$ cat src/rtl/edusoc_membus_arbiter.sv
// N-master to 1-slave memory bus arbiter with fixed-priority or round-robin grant,
// registered slave-side request, and a bus-timeout abort that answers the owner itself.
module edusoc_membus_arbiter #(
  parameter int          NUM_MASTERS    = 2,
  parameter int          ARB_MODE       = 1,
  parameter int          TIMEOUT_CYCLES = 256,
  parameter logic [31:0] TIMEOUT_DATA   = 32'hDEAD_BEEF,
  localparam int         ID_W           = (NUM_MASTERS > 1) ? $clog2(NUM_MASTERS) : 1
) (
  input  logic                      clk,
  input  logic                      resn,
  input  logic [NUM_MASTERS-1:0]    m_req,
  input  logic [32*NUM_MASTERS-1:0] m_addr,
  input  logic [NUM_MASTERS-1:0]    m_we,
  input  logic [4*NUM_MASTERS-1:0]  m_be,
  input  logic [32*NUM_MASTERS-1:0] m_wdata,
  output logic [NUM_MASTERS-1:0]    m_valid,
  output logic [32*NUM_MASTERS-1:0] m_rdata,
  output logic                      s_req,
  output logic [31:0]               s_addr,
  output logic                      s_we,
  output logic [3:0]                s_be,
  output logic [31:0]               s_wdata,
  input  logic                      s_valid,
  input  logic [31:0]               s_rdata,
  output logic [ID_W-1:0]           grant_id,
  output logic                      busy,
  output logic                      timeout_err
);

  localparam int             CNT_W     = (TIMEOUT_CYCLES > 0) ? $clog2(TIMEOUT_CYCLES + 1) : 1;
  localparam logic [CNT_W-1:0] CNT_MAX   = '1;
  localparam logic [CNT_W-1:0] CNT_LIMIT = CNT_W'(TIMEOUT_CYCLES);

  typedef enum logic {IDLE, BUSY} state_t;

  state_t           state, state_next;
  logic [ID_W-1:0]  rr_ptr, ptr_next, winner;
  logic [CNT_W-1:0] counter;
  logic             timeout_hit, done;
  int               idx;

  // Winner search: later loop iterations override earlier ones, so iterate from the
  // least-preferred candidate down to the most-preferred.
  always_comb begin
    winner = '0;
    idx    = 0;
    if (ARB_MODE == 0) begin
      for (int i = NUM_MASTERS - 1; i >= 0; i--) begin
        if (m_req[i]) winner = ID_W'(i);
      end
    end else begin
      for (int k = NUM_MASTERS - 1; k >= 0; k--) begin
        idx = int'(rr_ptr) + k;
        if (idx >= NUM_MASTERS) idx = idx - NUM_MASTERS;
        if (m_req[idx]) winner = ID_W'(idx);
      end
    end
  end

  assign ptr_next    = (grant_id == ID_W'(NUM_MASTERS - 1)) ? '0 : grant_id + 1'b1;
  assign timeout_hit = (TIMEOUT_CYCLES != 0) && (counter == CNT_LIMIT);

  // NOTE: sequential state uses non-blocking assignments so every flop samples pre-edge values.
  always_ff @(posedge clk or negedge resn) begin
    if (!resn) state <= IDLE;
    else       state <= state_next;
  end

  // NOTE: every output of this block gets a default first, otherwise latches are inferred.
  always_comb begin
    state_next  = state;
    s_req       = 1'b0;
    busy        = 1'b0;
    m_valid     = '0;
    m_rdata     = '0;
    timeout_err = 1'b0;
    done        = 1'b0;
    case (state)
      IDLE: if (|m_req) state_next = BUSY;
      BUSY: begin
        s_req = 1'b1;
        busy  = 1'b1;
        // A real response takes precedence over an abort landing in the same cycle.
        if (s_valid) begin
          done                          = 1'b1;
          m_valid[grant_id]             = 1'b1;
          m_rdata[32*grant_id +: 32]    = s_rdata;
          state_next                    = IDLE;
        end else if (timeout_hit) begin
          done                          = 1'b1;
          m_valid[grant_id]             = 1'b1;
          m_rdata[32*grant_id +: 32]    = TIMEOUT_DATA;
          timeout_err                   = 1'b1;
          state_next                    = IDLE;
        end
      end
      default: state_next = IDLE;
    endcase
  end

  // Slave-side request fields are captured once at grant and held for the whole transfer.
  always_ff @(posedge clk or negedge resn) begin
    if (!resn) begin
      s_addr   <= '0;
      s_we     <= 1'b0;
      s_be     <= '0;
      s_wdata  <= '0;
      grant_id <= '0;
      rr_ptr   <= '0;
      counter  <= '0;
    end else begin
      case (state)
        IDLE: if (|m_req) begin
          s_addr   <= m_addr[32*winner +: 32];
          s_we     <= m_we[winner];
          s_be     <= m_be[4*winner +: 4];
          s_wdata  <= m_wdata[32*winner +: 32];
          grant_id <= winner;
          counter  <= CNT_W'(1);
        end
        BUSY: begin
          if (done)                    rr_ptr  <= ptr_next;
          else if (counter != CNT_MAX) counter <= counter + 1'b1;
        end
        default: ;
      endcase
    end
  end

endmodule
$ cat config.mk
export PLATFORM = sky130hd
export DESIGN_NAME = edusoc_membus_arbiter
export DESIGN_NICKNAME = d
export VERILOG_FILES = /design/src/rtl/edusoc_membus_arbiter.sv
export SDC_FILE = /design/constraint.sdc
export NUM_CORES = 1
export LEC_CHECK = 0
export BUFFER_PORTS_ARGS = -buffer_cell sky130_fd_sc_hd__buf_2
export CORE_AREA = 4 4 120 122
export CTS_CLUSTER_DIAMETER = 50
export CTS_CLUSTER_SIZE = 20
export DETAILED_ROUTE_END_ITERATION = 10
export DIE_AREA = 0 0 124 126
export MAX_ROUTING_LAYER = met4
export PLACE_DENSITY = 0.67
export SYNTH_ARGS = -nofsm -noshare
export SYNTH_HDL_FRONTEND = slang
export SYNTH_SLANG_ARGS = --single-unit
$ cat constraint.sdc
create_clock -name clk -period 2.5 [get_ports clk]
set_clock_uncertainty 0.1 [all_clocks]
set_input_delay 0.25 -clock clk [delete_from_list [all_inputs] [get_ports clk]]
set_output_delay 0.25 -clock clk [all_outputs]
set_load 0.005 [all_outputs]
==> metrics.txt <==
outcome=complete, but fails checks; violated checks=negative setup slack; Hold Path Stages=3; RSZ-0062 raised after global routing=true; most instantiated library cell after synthesis=nand2_1; clk_lat worst skew=0.32 ns; WHS=between 0.1 and 0.15 ns; Tot Pwr=5610 uW; clock root cell=clkbuf_16; Syn Nets=around 660; GRT Total Usage=18.1%; CP startpoint kind=flop; Final Slew Violations=0; Power Density=846 mW/mm2; final setup margin=-0.0587 ns; fill cell count=1,311; leakage power=0.00374 uW; Max-slew headroom=52.6%; area growth from synthesis to layout=51.9%; total of max-cap violations=0; Crit. End Element=output pin; Avg WL per Cell=15.2 um; fin area=between 0.006 and 0.007 mm2; worst-path fanout max=7; Achievable Freq=391 MHz; Initial Utilization=33.1%; vias in the first global route=between 4k and 5k; Die Y=approximately 130 um; Via Count=between 4k and 5k; Final Hold Fails=0; CTS Sinks=81; Synth Area per Inst=roughly 9.0 um2; Worst Path Arrival=2.21 ns; die area=0.0156 mm2; HPWL after DPL=around 11,000 um; maximum vdd ir drop=approximately 0.31 mV; Num CTS Buffers=9; Yosys warning total=0; Register-to-Register Path Depth=10; Routed WL=15,000 um; Area after DPL=between 0.006 and 0.007 mm2; layout cell share with drive strength beyond 1=45.6%; Pre-Repair DR Iteration Count=4; drt drc=0; number of synthesized register bits=81; Critical Path RT=2.15 ns; fraction of registers with async set or reset after synthesis=100%; Final min period=approximately 2.6 ns; core area=between 0.01 and 0.015 mm2; Initial DRC Count=103; area leader, netlist=dfrtp_1; initial antenna violation count=3; Placer Congestion=0.790; clk slew on worst S/H paths=roughly 0.06 ns; routed vias/inst=4.60; largest net degree at the start of global routing=80; share of the synthesized area in the top cell type=46.4%; Rows=42; hold_sp=m_addr[37]; # setup viols final=16; H-tree levels=3; final period utilization=102%; Post-synth top cells=93 x nand2_1, 81 x dfrtp_1, 75 x o21ai_0; sequential area share after synthesis=46.4%; count of flip-flops with a built-in enable after synthesis=0; die width=around 120 um; most frequently used flop master after synthesis=dfrtp_1; CTS tree=yes; Critical Path Start=counter[5]; critical path type=reg -> out; Hold Path Class=in -> reg; total grt overflow=0; top cells by area, synth=dfrtp_1 46%, mux2i_1 16%, o21ai_0 8.6%; Ports=314; Yosys cell types=34; Worst Tran Pin Value=around 0.71 ns; Clock Path Buffers=2; first-pass GRT wire length=21,600 um; Post-Syn Area=0.00436 mm2; Final nets=977; Post-Syn Instances=483; Port Buffers=313; post-route ant nets=0; Worst R2R Start=counter[1]
## power breakdown
part	internal, uW	leakage [uW]	switching (uW)
combinational	1010	0.00260	1180
clock	802	0.000145	530
sequential	1800	0.00100	288
## final cells by class
| type | instances | area (um2) | share of cell area, % |
|---|---|---|---|
| clock inverter | 6 | 67.6 | 1.02 |
| antenna | 2 | 5.00 | 0.0755 |
| inverter | 6 | 22.5 | 0.340 |
| clock buffer | 10 | 239 | 3.61 |
| timing repair buffer | 332 | 1770 | 26.7 |
| tap | 176 | 220 | 3.32 |
| multi-input combinational | 369 | 2280 | 34.3 |
| sequential | 81 | 2030 | 30.6 |
## layout by cell type, fill, tap and decap left out, types with 2 or more instances in the layout
master	count
o21ai_0	74
a21oi_1	3
nor2_1	64
clkbuf_16	9
diode_2	2
a31oi_1	2
buf_12	4
nand2b_1	2
o21a_1	2
mux2i_1	70
o22a_1	2
clkinv_4	2
clkinvlp_4	2
o211ai_2	3
buf_6	2
nor2b_1	24
buf_2	312
nand2_1	93
buf_4	13
inv_1	6
o211ai_4	5
dfrtp_1	81
nor2_2	3
nand3_1	5
ha_1	3
## cell families (layout without fill, tap and decap cells)
logic type               after synthesis  count (layout)  share of synthesized area (%)
flip-flops                            81              81                           46.4
AND/OR/NAND/NOR                      199             199                           19.8
buffers and inverters                 39             354                           4.36
other                                  0               2                              0
adder cells (fa/ha/maj)                3               3                          0.860
multiplexers                          70              70                           16.1
AO/OA/AOI/OAI                         90              96                           12.2
XOR/XNOR                               1               1                          0.201
## repair_timing
action	in CTS	in global routing
pin swaps	21	23
gates resized for setup	4	4
buffers inserted	4	3
hold buffers	1	0
hold endpoints to repair	39	0
gates cloned	5	2
setup endpoints to repair	50	51
## sequential cells by signal, summed over array words and instances, names as in the netlist
name / flops
s_wdata: 32
grant_id: 1
s_we: 1
s_be: 4
state: 1
s_addr: 32
rr_ptr: 1
counter: 9
## layer usage
| layer | GRT usage (%) | up-vias | wire length (um) |
|---|---|---|---|
| li1 | - | 2263 | - |
| met1 | 18.4 | 2043 | 5510 |
| met2 | 34.5 | 188 | 7990 |
| met3 | 3.50 | 21 | 1130 |
| met4 | 5.09 | 0 | 331 |
| met5 | - | - | 0 |
## through the flow
step	setup slack [ns]	std cells	util (%)	setup TNS [ns]
after floorplan	0.198	483	-	0
final	-0.0587	982	50.3	-0.541
after detailed placement	0.208	949	46.5	0
after global placement	0.265	949	46.5	0
after global routing	-0.137	982	50.3	-3.84
after CTS	-0.0444	975	49.8	-1.24
## final timing paths
path                          endpoint  slack, ns
max                         m_rdata[7]      -0.06
min                          s_addr[5]       0.11
max reg2reg                 counter[5]       0.27
min reg2reg                    s_be[1]       0.37
max in group asynchronous   counter[3]       1.33
min in group asynchronous  s_wdata[21]       0.35
## worst max-delay path, stage by stage, from the launching register on
cell and delay, ns:
dfrtp_1 0.38, or4_4 0.57, nor4_4 0.19, buf_6 0.22, o211ai_2 0.23, nor2_1 0.16
buf_2 0.12
Note: power is estimated with default switching activity, not from simulation.
